--- src/rtl/usb_tx_pkg.sv ---
// rtl/usb_tx_pkg.sv - shared states, constants and CRC step for the USB transmit scheduler
package usb_tx_pkg;

   typedef enum logic [2:0] {
      IDLE,
      SYNC,
      PID,
      PAYLOAD,
      CRC_LO,
      CRC_HI,
      EOP,
      GAP
   } tx_sched_state_t;

   localparam logic [7:0]  SYNC_BYTE    = 8'h80;

   localparam logic [3:0]  PID_ACK      = 4'b0010;
   localparam logic [3:0]  PID_NAK      = 4'b1010;
   localparam logic [3:0]  PID_STALL    = 4'b1110;
   localparam logic [3:0]  PID_DATA0    = 4'b0011;
   localparam logic [3:0]  PID_DATA1    = 4'b1011;

   localparam logic [15:0] CRC16_INIT   = 16'hFFFF;
   localparam logic [15:0] CRC16_POLY_R = 16'hA001;

   // PID goes on the wire with its check nibble (the complement) in the upper half
   function automatic logic [7:0] pid_byte(input logic [3:0] pid);
      return {~pid, pid};
   endfunction

   // One byte of reflected CRC16, bits consumed LSB first
   function automatic logic [15:0] crc16_byte_next(input logic [15:0] crc,
                                                   input logic [7:0]  data);
      logic [15:0] c;
      c = crc ^ {8'h00, data};
      for (int i = 0; i < 8; i++) begin
         c = c[0] ? ((c >> 1) ^ CRC16_POLY_R) : (c >> 1);
      end
      return c;
   endfunction

endpackage

--- src/rtl/usb_crc16_byte.sv ---
// rtl/usb_crc16_byte.sv - byte-serial USB CRC16 register with clear and enable
module usb_crc16_byte
   import usb_tx_pkg::*;
(
   input  logic        clk,
   input  logic        n_rst,
   input  logic        clr,
   input  logic        en,
   input  logic [7:0]  data,
   output logic [15:0] crc
);

   // Clear wins over update so a new packet always starts from the seed
   always_ff @(posedge clk) begin
      if (!n_rst) begin
         crc <= CRC16_INIT;
      end else if (clr) begin
         crc <= CRC16_INIT;
      end else if (en) begin
         crc <= crc16_byte_next(crc, data);
      end
   end

endmodule

--- src/rtl/usb_tx_sched.sv ---
// rtl/usb_tx_sched.sv - per-packet arbiter and byte sequencer in front of the USB serializer
module usb_tx_sched
   import usb_tx_pkg::*;
#(
   parameter int STARVE_LIMIT = 4,
   parameter int IPG_CYCLES   = 16,
   parameter int MAX_LEN      = 64
)(
   input  logic       clk,
   input  logic       n_rst,
   input  logic       hs_req,
   input  logic [3:0] hs_pid,
   output logic       hs_done,
   input  logic       dp_req,
   input  logic [3:0] dp_pid,
   input  logic [6:0] dp_len,
   input  logic [7:0] dp_byte,
   output logic       dp_pop,
   output logic       dp_done,
   input  logic       tx_ready,
   output logic [7:0] tx_byte,
   output logic       tx_load,
   output logic       tx_eop,
   input  logic       tx_eop_done,
   output logic       busy
);

   localparam int SW = $clog2(STARVE_LIMIT + 1);
   localparam int GW = (IPG_CYCLES > 1) ? $clog2(IPG_CYCLES) : 1;

   localparam logic [SW-1:0] STARVE_MAX = SW'(STARVE_LIMIT);
   localparam logic [GW-1:0] GAP_LAST   = GW'(IPG_CYCLES - 1);
   localparam logic [6:0]    LEN_MAX    = 7'(MAX_LEN);

   tx_sched_state_t state;
   logic            owner_dp;
   logic [3:0]      pid_q;
   logic [6:0]      remain;
   logic [SW-1:0]   starve_cnt;
   logic [GW-1:0]   gap_cnt;
   logic [15:0]     crc;

   logic            byte_state;
   logic            hs_win;
   logic            grant;
   logic [6:0]      len_clamped;

   // Arbitration terms, only acted on while IDLE
   always_comb begin
      byte_state  = (state == SYNC) || (state == PID) || (state == PAYLOAD) ||
                    (state == CRC_LO) || (state == CRC_HI);
      hs_win      = hs_req && (!dp_req || (starve_cnt < STARVE_MAX));
      grant       = (state == IDLE) && (hs_req || dp_req);
      len_clamped = (dp_len > LEN_MAX) ? LEN_MAX : dp_len;
   end

   // Byte presented to the serializer; zero whenever no byte is being offered
   always_comb begin
      tx_byte = 8'h00;
      case (state)
         SYNC:    tx_byte = SYNC_BYTE;
         PID:     tx_byte = pid_byte(pid_q);
         PAYLOAD: tx_byte = dp_byte;
         CRC_LO:  tx_byte = ~crc[7:0];
         CRC_HI:  tx_byte = ~crc[15:8];
         default: tx_byte = 8'h00;
      endcase
   end

   assign tx_load = byte_state && tx_ready;
   assign dp_pop  = (state == PAYLOAD) && tx_ready;
   assign tx_eop  = (state == EOP);
   assign hs_done = (state == EOP) && tx_eop_done && !owner_dp;
   assign dp_done = (state == EOP) && tx_eop_done && owner_dp;
   assign busy    = (state != IDLE);

   usb_crc16_byte u_crc (
      .clk   (clk),
      .n_rst (n_rst),
      .clr   (grant),
      .en    (dp_pop),
      .data  (dp_byte),
      .crc   (crc)
   );

   // Packet sequencer: grant and latch in IDLE, then walk bytes on tx_ready
   always_ff @(posedge clk) begin
      if (!n_rst) begin
         state      <= IDLE;
         owner_dp   <= 1'b0;
         pid_q      <= 4'h0;
         remain     <= 7'd0;
         starve_cnt <= '0;
         gap_cnt    <= '0;
      end else begin
         case (state)
            IDLE: begin
               if (grant) begin
                  state <= SYNC;
                  if (hs_win) begin
                     owner_dp <= 1'b0;
                     pid_q    <= hs_pid;
                     remain   <= 7'd0;
                     if (dp_req && (starve_cnt != STARVE_MAX)) begin
                        starve_cnt <= starve_cnt + 1'b1;
                     end
                  end else begin
                     owner_dp   <= 1'b1;
                     pid_q      <= dp_pid;
                     remain     <= len_clamped;
                     starve_cnt <= '0;
                  end
               end
            end
            SYNC: begin
               if (tx_ready) state <= PID;
            end
            PID: begin
               if (tx_ready) begin
                  if (!owner_dp)            state <= EOP;
                  else if (remain != 7'd0)  state <= PAYLOAD;
                  else                      state <= CRC_LO;
               end
            end
            PAYLOAD: begin
               if (tx_ready) begin
                  remain <= remain - 1'b1;
                  if (remain == 7'd1) state <= CRC_LO;
               end
            end
            CRC_LO: begin
               if (tx_ready) state <= CRC_HI;
            end
            CRC_HI: begin
               if (tx_ready) state <= EOP;
            end
            EOP: begin
               if (tx_eop_done) begin
                  state   <= GAP;
                  gap_cnt <= '0;
               end
            end
            GAP: begin
               if (gap_cnt == GAP_LAST) state <= IDLE;
               else                     gap_cnt <= gap_cnt + 1'b1;
            end
            default: state <= IDLE;
         endcase
      end
   end

endmodule

--- config.mk ---
export PLATFORM = sky130hd
export DESIGN_NAME = usb_tx_sched
export DESIGN_NICKNAME = d
export VERILOG_FILES = /design/src/rtl/usb_tx_pkg.sv /design/src/rtl/usb_crc16_byte.sv /design/src/rtl/usb_tx_sched.sv
export SDC_FILE = /design/constraint.sdc
export NUM_CORES = 1
export LEC_CHECK = 0
export CAP_MARGIN = 20
export CORE_ASPECT_RATIO = 1.4
export CORE_MARGIN = 8
export CORE_UTILIZATION = 40
export DETAILED_ROUTE_END_ITERATION = 16
export HOLD_SLACK_MARGIN = 0.1
export PLACE_DENSITY = 0.74
export SLEW_MARGIN = 20
export SYNTH_ARGS = -nofsm -noshare
export SYNTH_HDL_FRONTEND = slang
export SYNTH_SLANG_ARGS = --single-unit
--- constraint.sdc ---
create_clock -name clk -period 2.2 [get_ports clk]
set_input_delay 0.44 -clock clk [delete_from_list [all_inputs] [get_ports clk]]
set_output_delay 0.44 -clock clk [all_outputs]
set_load 0.02 [all_outputs]
Word level (Yosys, flattened, before mapping) --
Index checks and enable logic that the tools add are counted.
Storage, ports and cells: register bits 38, logic and storage cells 106
Cells by class: add/sub/neg operators 3, order comparisons 2, equality and inequality tests 21, muxes and demuxes 33, bitwise operators 13, reduce and logical (&&, ||, !) cells 27
Operators with widths (count):
- two-way mux 16 bit | 8
- one-hot mux 8 bit (5 select lines) | 1
- two-way mux 3 bit | 13
- two-way mux 7 bit | 4
- NOT 2 -> 3 bit | 8
- one-hot mux 3 bit (8 select lines) | 1
- inequality test 2 bit, second input constant | 8
- NOT 8 bit | 2
- bitwise XOR 16 x 8 -> 16 bit | 1
- one-hot mux 7 bit (2 select lines) | 1
- == test 3 bit, second input constant | 4
- two-way mux 4 bit | 3
- AND reduction 3 bit | 3
- AND reduction 9 bit | 1
- logical AND 1 bit | 8
- one-hot mux 4 bit (2 select lines) | 1
- == test 7 x 1 -> 1 bit, second input constant | 1
- > comparator 7 bit, second input constant | 1
- nonzero test 7 bit | 1
- subtractor 7 x 1 -> 7 bit, second input constant | 1
- == test 3 x 2 -> 1 bit, second input constant | 2
- logical OR 1 bit | 6
- inequality test 2 x 1 -> 1 bit, second input constant | 3
- adder 4 x 1 -> 4 bit, second input constant | 1
- 14 further kinds | 16

Depth between registers and ports, before layout --
Gate-level depths: netlist of run 1.
depth in word-level cells 17, depth in mapped cells 7, mapped depth without buffers 7

Hierarchy --
Synthesis of run 1 repeated with hierarchy kept, for this count alone.
Unflattened totals: cells, all modules 306, area total of the unflattened synthesis 2549.9 µm²
Modules (own cells, without submodules):
- usb_tx_sched | instances 1, cells an instance 205, area an instance 1592.8 µm², sequential area each 440.4 µm²
- usb_crc16_byte | instances 1, cells an instance 101, area an instance 957.2 µm², sequential area each 320.3 µm²

Worst setup path before layout of run 1 --
No wires, ideal clock.
path kind register -> output, from register state[0], to output port tx_byte[1], arrival 1.655 ns, setup slack 0.105 ns, stages on the path, launching flop included 6, cell sequence dfxtp_1 clkbuf_1 clkbuf_1 clkbuf_1 mux2i_1 o22ai_1
On the way: cells in the longest elaborated chain, start to end 2, elaborated cells on any way between the ends 6, those cells by class eq/ne (5); mux (1)
RTL lines:
- start: declaration | line usb_tx_sched.sv:35 | tx_sched_state_t state;
- start signal: assignment | line usb_tx_sched.sv:89 | state <= IDLE;
- start signal: assignment | line usb_tx_sched.sv:99 | state <= SYNC;
- start signal: assignment | line usb_tx_sched.sv:116 | if (tx_ready) state <= PID;
- == test 3 bit, or another cell as far along | line usb_tx_sched.sv:60 | case (state)
- one-hot mux 8 bit (5 select lines) * | line usb_tx_sched.sv:60
- end: declaration | line usb_tx_sched.sv:21 | output logic [7:0] tx_byte,
Mark *: on every way between the ends. The rest lies on a longest branch, timed or not.

Worst setup path in the final report of run 1 --
from register state[0], to output port tx_byte[5]
The elaborated chain is that of the path after synthesis.

==> results.ini, run 1 <==
[detailed_routing]
drtAntennaViolNets=0
vias_per_cell=5.44
drtIter0Drc=113
drc=0
routed_wl_um=6500
drt-wirelength-per-cell_um=15.1
drtPass1Iterations=4
vias=2343

[global_route]
grt_pass1_wl_um=10600
first_global_vias=2296
antenna_found_initial=0
grt_max_degree=26
grt_usage_pct=15.5
overflow=0

[yosys]
synth-adder-area-share_pct=2.68
synth-compound-area-share_pct=22.7
synth-seq-cells=38
synth_edf_count=0
synth_top_flop_cell=dfxtp_1
synthTopCellsByCount=dfxtp_1, nor2_1, nand2_1
mappedNetlistNets=323
synthSimpleGateAreaFrac_pct=21.9
seq_area_frac_synth_pct=32.6
synth_xor_area_share_pct=10.6
synth_mux_area_share_pct=4.94
synth_top_area_cell=dfxtp_1
synth_cells=289
async_reset_ff_share_pct=0
synth_top_family_by_area=compound AO/OA/AOI/OAI gates
synth_top_cell_area_share_pct=32.6
yosysMostFrequentCell=dfxtp_1
synth_area_um2=2330
avgSynthCellArea_um2=8.07
yosysUniqueCellTypes=55
synth.top_cells.by_area=dfxtp_1, xnor2_1, a21oi_1
yosysWarnings=0

[cells_and_area]
diodes=0
num-nets-final=394
final_cell_area_um2=3200
fin_util_pct=55.8
area_delta_synth_final_pct=37.4
drive_gt1_share_pct=18.0

[power_and_ir_drop]
p_int_w=0.00188
p_switching_w=0.00134
combPwrFrac_pct=55.6
clock_power_share_pct=15.3
seqPwrFrac_pct=29.1
ir_worst_vdd_uv=588
p_sw_share_pct=41.7
total_power_w=0.00322
power_density_nw_per_um2=1010
p_leak_nw=1.41

[worst_setup_path]
cp_slowest_stage_delay_ns=0.38
cp_max_fo=20
cp.arrival_ns=1.71
worstReg2RegStart=remain[0]
setup.worst_path.start_class=flip-flop
crit_chain=buf_12 -> mux2_1 -> o22ai_1 -> dlygate4sd2_1
slowest_stage=dfxtp_1
criticalPathCategory=flip-flop to output port
crit_path_end=tx_byte[5]
cp-end-kind=output port
timing.rr.end=state[0]
worstRegToRegCells=7
regToRegSetupSlack_ns=0.21
crit_path_start=state[0]
required_ns=1.76

[clock_tree]
cts_max_level=2
cts_tree=done
clkLatencyLatePin_ns=0.29
cts_root_buf=clkbuf_8
cts.sinks=38
clockBufferDepth=2
cts_buffers=5
cts_setup_buffers=0
postCtsHoldBufs=0
clkTransAtPathRegs_ns=0.08

[timing]
fmax_mhz=466
finalSetupViolCount=0
clock_skew_ns=0.00719
hold_viol=0
fin_crit_sh_pct=97.5
slew_headroom_pct=64.4
period_minus_slack_ns=2.15
finalMaxSlewViolations=0
tightest_slew_ns=0.528
hold_slack_ns=0.488
grt_setup_unrepaired=false

[place]
io_buffers=42
routabilityCongestion=0.856
postPlaceCellArea_um2=3080
place_hpwl_um=5020

[status]
status=finished, final reports clean

[floorplan]
boundaryPins=43
row_count=33
chipHeight_um=106
coreArea_um2=5740
die_w_um=80.5
dieArea_um2=8560
initial_utilization_pct=40.6

[worst_hold_path]
min_path_type=flip-flop to flip-flop

[job]
maxCapViolCount=0

-- state kept, by name, indices dropped and copies added (netlist names) --
signal,cells
pid_q,4
starve_cnt,3
gap_cnt,4
owner_dp,1
remain,7
u_crc.crc,16
state,3
-- through the flow --
stage	TNS, ns	cells	worst slack [ns]
finish	0	431	0.0541
global route	0	431	0.00127
CTS	0	431	0.00101
detailed placement	-1.33	423	-0.378
global placement	-1.02	423	-0.291
floorplan	0	289	0.105
-- routing by layer --
metal | wire, um | vias up | track usage, %
met2 | 3500 | 52 | 27.8
met1 | 2580 | 1098 | 16.6
li1 | - | 1182 | -
met4 | 157 | 0 | 8.22
met3 | 265 | 11 | 2.36
met5 | 0 | - | 0
-- layout by cell type (no fill, tap or decap), drive strengths merged, types with 2 or more instances in the layout --
cell	netlist	final
nor3	6	6
a21oi	29	29
dfxtp	38	38
nand2b	3	3
buf	4	39
xor2	4	4
nand4	4	4
and3	3	3
a311oi	2	2
a211oi	9	9
o211ai	10	10
clkdlybuf4s50	0	25
clkbuf	13	10
dlymetal6s2s	0	4
mux2	4	4
dlygate4sd2	0	9
a31oi	3	3
nand2	30	30
nand3	9	9
nor2	35	35
a21boi	2	2
nand3b	2	2
or4	4	4
o22ai	5	5
xnor2	19	19
mux2i	7	7
o21ai	7	7
ha	5	5
o221a	2	2
inv	9	9
o311a	2	2
-- layout make-up --
type | count | area [um^2]
timing repair buffer | 81 | 722
sequential | 38 | 761
clock inverter | 1 | 5.00
tap | 70 | 87.6
fill | 519 | 2540
clock buffer | 7 | 86.3
inverter | 9 | 33.8
multi-input combinational | 225 | 1510
-- worst max-delay path, delay by kind of cell, from the launching register on --
family / cells / cell delay [ns]
muxes: 1 / 0.32
AOI/OAI and AO/OA: 1 / 0.19
buffers and inverters: 2 / 0.53
DFF: 1 / 0.38
-- power by group through the flow --
stage | Combinational, W | Sequential [W] | Clock [W]
2_1_floorplan | 0.00113 | 0.000895 | 0
3_3_place_gp | 0.00182 | 0.000947 | 0
3_5_place_dp | 0.00185 | 0.000949 | 0
4_1_cts | 0.00179 | 0.000934 | 0.000513
5_1_grt | 0.00195 | 0.000957 | 0.000553
6_report | 0.00179 | 0.000938 | 0.000494
-- worst min-delay path by stage --
stage	from	end	depth (start not counted)
detailed placement	starve_cnt[1]	starve_cnt[1]	2
global placement	starve_cnt[1]	starve_cnt[1]	2
CTS	starve_cnt[1]	starve_cnt[1]	2
floorplan	starve_cnt[1]	starve_cnt[1]	2
global route	starve_cnt[1]	starve_cnt[1]	2
finish	starve_cnt[1]	starve_cnt[1]	2
-- logic make-up (layout without fill, tap and decap cells) --
kind of cell               count (synthesis)  in the layout
DFF                                       38             38
AOI/OAI and AO/OA                         80             80
muxes                                     11             11
xor gates and xnor gates                  24             24
adders and majority gates                  5              5
buffers and inverters                     26             98
and+or+nand+nor                          105            105
-- repair_timing --
action                                  in CTS  in global routing
endpoints found under the setup margin      15                  8
pin swaps                                    1                  0
cloned                                       0                  0
gates resized for setup                     15                 15
No activity file was read; power rests on OpenSTA's default activity.
==> run 2: changes to the inputs <==
--- a/config.mk
+++ b/config.mk
@@ -5,6 +5,7 @@
 export SDC_FILE = /design/constraint.sdc
 export NUM_CORES = 1
 export LEC_CHECK = 0
+export ABC_AREA = 1
 export CAP_MARGIN = 20
 export CORE_ASPECT_RATIO = 1.4
 export CORE_MARGIN = 8
==> run 2 against run 1 <==
Against the previous run: clock skew is essentially flat; sequential cell count is the same; global-route usage grew 0.84 points; critical path depth grew 3; synthesized area up 4.3%; clock power increased by 48%; setup slack better by 0.038 ns.
==> results.ini, run 2 <==
[worst_setup_path]
cp-end-kind=output port  ; unchanged
setup.worst_path.start_class=flip-flop  ; unchanged
cp_max_fo=7  ; was 20
required_ns=1.76  ; about the same
timing.rr.end=state[1]  ; was state[0]
regToRegSetupSlack_ns=0.43  ; was 0.21 ns
crit_path_start=state[0]  ; unchanged
cp.arrival_ns=1.67  ; was 1.71 ns
criticalPathCategory=flip-flop to output port  ; unchanged
worstReg2RegStart=remain[0]  ; unchanged
worstRegToRegCells=11  ; was 7

[yosys]
synth_area_um2=2430  ; was 2330 um^2
synth-adder-area-share_pct=2.57  ; was 2.68%
yosysWarnings=0  ; unchanged
synth_edf_count=0  ; unchanged
async_reset_ff_share_pct=0  ; unchanged
synth-compound-area-share_pct=24.4  ; was 22.7%
synth_mux_area_share_pct=0  ; was 4.94%
seq_area_frac_synth_pct=31.3  ; was 32.6%
synth_top_family_by_area=simple AND/OR/NAND/NOR gates  ; was compound AO/OA/AOI/OAI gates
synthSimpleGateAreaFrac_pct=29.3  ; was 21.9%
synth-seq-cells=38  ; unchanged
synth_top_area_cell=dfxtp_1  ; unchanged
mappedNetlistNets=400  ; was 323
yosysUniqueCellTypes=37  ; was 55
synthTopCellsByCount=nand2_1, inv_1, dfxtp_1  ; was dfxtp_1, nor2_1, nand2_1
synth.top_cells.by_area=dfxtp_1, nand2_1, inv_1  ; was dfxtp_1, xnor2_1, a21oi_1
yosysMostFrequentCell=nand2_1  ; was dfxtp_1
synth_cells=366  ; was 289
synth_xor_area_share_pct=1.75  ; was 10.6%
synth_top_flop_cell=dfxtp_1  ; unchanged
avgSynthCellArea_um2=6.64  ; was 8.07 um^2
synth_top_cell_area_share_pct=31.3  ; was 32.6%

[place]
io_buffers=42  ; unchanged
postPlaceCellArea_um2=3080  ; about the same
routabilityCongestion=0.897  ; was 0.856
place_hpwl_um=5680  ; was 5020 um

[floorplan]
coreArea_um2=5860  ; was 5740 um^2
chipHeight_um=108  ; was 106 um
die_w_um=81.9  ; was 80.5 um
dieArea_um2=8860  ; was 8560 um^2
row_count=33  ; unchanged
boundaryPins=43  ; unchanged
initial_utilization_pct=41.5  ; was 40.6%

[detailed_routing]
vias_per_cell=5.34  ; was 5.44
drc=0  ; unchanged
drtPass1Iterations=4  ; unchanged
drt-wirelength-per-cell_um=14.3  ; was 15.1 um
vias=2690  ; was 2343
drtIter0Drc=118  ; was 113
drtAntennaViolNets=0  ; unchanged
routed_wl_um=7220  ; was 6500 um

[power_and_ir_drop]
ir_worst_vdd_uv=431  ; was 588 uV
p_leak_nw=1.49  ; was 1.41 nW
total_power_w=0.00322  ; about the same
power_density_nw_per_um2=1000  ; was 1010 nW/um^2

[status]
status=finished, final reports clean  ; unchanged

[worst_hold_path]
hold_start=starve_cnt[2]  ; was starve_cnt[1]
hold_end=starve_cnt[2]  ; was starve_cnt[1]
holdPathStages=2  ; unchanged
min_path_type=flip-flop to flip-flop  ; unchanged

[cells_and_area]
regArea_um2=762  ; was 761 um^2
final_common_cell=nand2_1  ; was dfxtp_1
top_regs=u_crc.crc x16, remain x7  ; unchanged
fin_util_pct=54.8  ; was 55.8%
num-nets-final=467  ; was 394
top_register=u_crc.crc  ; unchanged
final_cell_area_um2=3210  ; was 3200 um^2
final_cell_mix=nand2_1, inv_1, dfxtp_1  ; was dfxtp_1, buf_4, nor2_1
multi_input_area_um2=1410  ; was 1510 um^2
area_delta_synth_final_pct=32.1  ; was 37.4%
drive_gt1_share_pct=15.2  ; was 18.0%
fillers=579  ; was 519
largest_reg_flops=16  ; unchanged
diodes=0  ; unchanged

[clock_tree]
clockBufferDepth=2  ; unchanged
clkLatencyLatePin_ns=0.30  ; was 0.29 ns
cts_max_level=2  ; unchanged
postCtsHoldBufs=0  ; unchanged
cts_buffers=5  ; unchanged
clkTransAtPathRegs_ns=0.08  ; about the same
cts.sinks=38  ; unchanged
cts_tree=done  ; unchanged
cts_root_buf=clkbuf_8  ; unchanged

[global_route]
grt_pass1_wl_um=11700  ; was 10600 um
antenna_found_initial=0  ; unchanged
grt_usage_pct=16.4  ; was 15.5%
overflow=0  ; unchanged
grt_max_degree=21  ; was 26
first_global_vias=2647  ; was 2296

[timing]
finalMaxSlewViolations=0  ; unchanged
hold_viol=0  ; unchanged
fmax_mhz=474  ; was 466 MHz
setup_tns_ns=0  ; unchanged
tightest_slew_ns=0.450  ; was 0.528 ns
hold_slack_ns=0.452  ; was 0.488 ns
grt_setup_unrepaired=false  ; unchanged
finalSetupViolCount=0  ; unchanged
period_minus_slack_ns=2.11  ; was 2.15 ns
clock_skew_ns=0.00729  ; was 0.00719 ns
slew_headroom_pct=70.0  ; was 64.4%
fin_crit_sh_pct=95.8  ; was 97.5%

[job]
maxCapViolCount=0  ; unchanged

-- run 2: cell types whose count changed after synthesis, sizes merged, moves of 7 or more --
cell / before / now
nand2: 30 / 92
inv: 9 / 58
o21ai: 7 / 26
nand3: 9 / 27
xnor2: 19 / 2
clkbuf: 13 / 3
o221ai: 0 / 10
a211oi: 9 / 1
a22oi: 0 / 7
mux2i: 7 / 0
-- run 2: what timing repair did --
| item | in CTS | in global routing |
|---|---|---|
| hold endpoints to repair | 0 | 0 |
| cloned | 0 | 0 |
| setup buffers | 2 | 0 |
| pin swaps | 1 | 0 |
| gates resized for setup | 23 | 16 |
| endpoints found under the setup margin | 13 | 9 |
-- run 2: how the worst max path moves through the flow --
stage / end / cells past startpoint
floorplan: tx_byte[6] / 5
global placement: tx_byte[7] / 6
detailed placement: tx_byte[7] / 6
CTS: tx_byte[5] / 6
global route: tx_byte[1] / 7
finish: tx_byte[2] / 7
-- run 2: layout make-up --
cell class / instances / share of cell area, %
clock buffer: 5 / 2.14
timing repair buffer: 68 / 18.4
multi-input combinational: 262 / 44.0
tap: 70 / 2.73
clock inverter: 3 / 2.14
inverter: 58 / 6.86
sequential: 38 / 23.7
-- run 2: logic make-up (layout without fill, tap and decap cells) --
kind of cell               Yosys count  count (layout)
buffers and inverters               66             134
adders and majority gates            5               5
xor gates and xnor gates             4               4
and+or+nand+nor                    160             160
DFF                                 38              38
AOI/OAI and AO/OA                   93              93
-- run 2: per-stage QoR --
step | worst slack, ns | cells
6_report | 0.0923 | 504
5_1_grt | 0.00243 | 504
4_1_cts | 0.000732 | 504
3_5_place_dp | -0.130 | 494
3_3_place_gp | -0.0855 | 494
2_1_floorplan | 0.426 | 366
-- run 2: critical path, stage by stage (launching register included) --
cell	delay, ns
dfxtp_1	0.41
inv_2	0.08
nand2_1	0.08
nor2_1	0.05
buf_4	0.17
a22oi_1	0.14
o221ai_1	0.12
dlygate4sd1_1	0.32
-- run 2: report_power, final --
group / leakage, nW / internal (W) / switching, W
Combinational: 1.11 / 0.000582 / 0.000972
Clock: 0.0683 / 0.000455 / 0.000278
Sequential: 0.310 / 0.000820 / 0.000110
Total: 1.49 / 0.00186 / 0.00136
-- run 2: layer usage --
| metal | GRT usage, % | vias to the layer above | wire length [um] |
|---|---|---|---|
| met2 | 30.4 | 75 | 3860 |
| met3 | 2.74 | 13 | 314 |
| met1 | 17.2 | 1245 | 2880 |
| met4 | 7.18 | 0 | 170 |
| met5 | 0 | - | 0 |
| li1 | - | 1357 | - |
==> run 3: changes to the inputs <==
--- a/config.mk
+++ b/config.mk
@@ -5,7 +5,7 @@
 export SDC_FILE = /design/constraint.sdc
 export NUM_CORES = 1
 export LEC_CHECK = 0
-export ABC_AREA = 1
+export ABC_AREA = 0
 export CAP_MARGIN = 20
 export CORE_ASPECT_RATIO = 1.4
 export CORE_MARGIN = 8
==> results of run 3 <==
Final layout, timing and power as in run 1 (identical DEF).
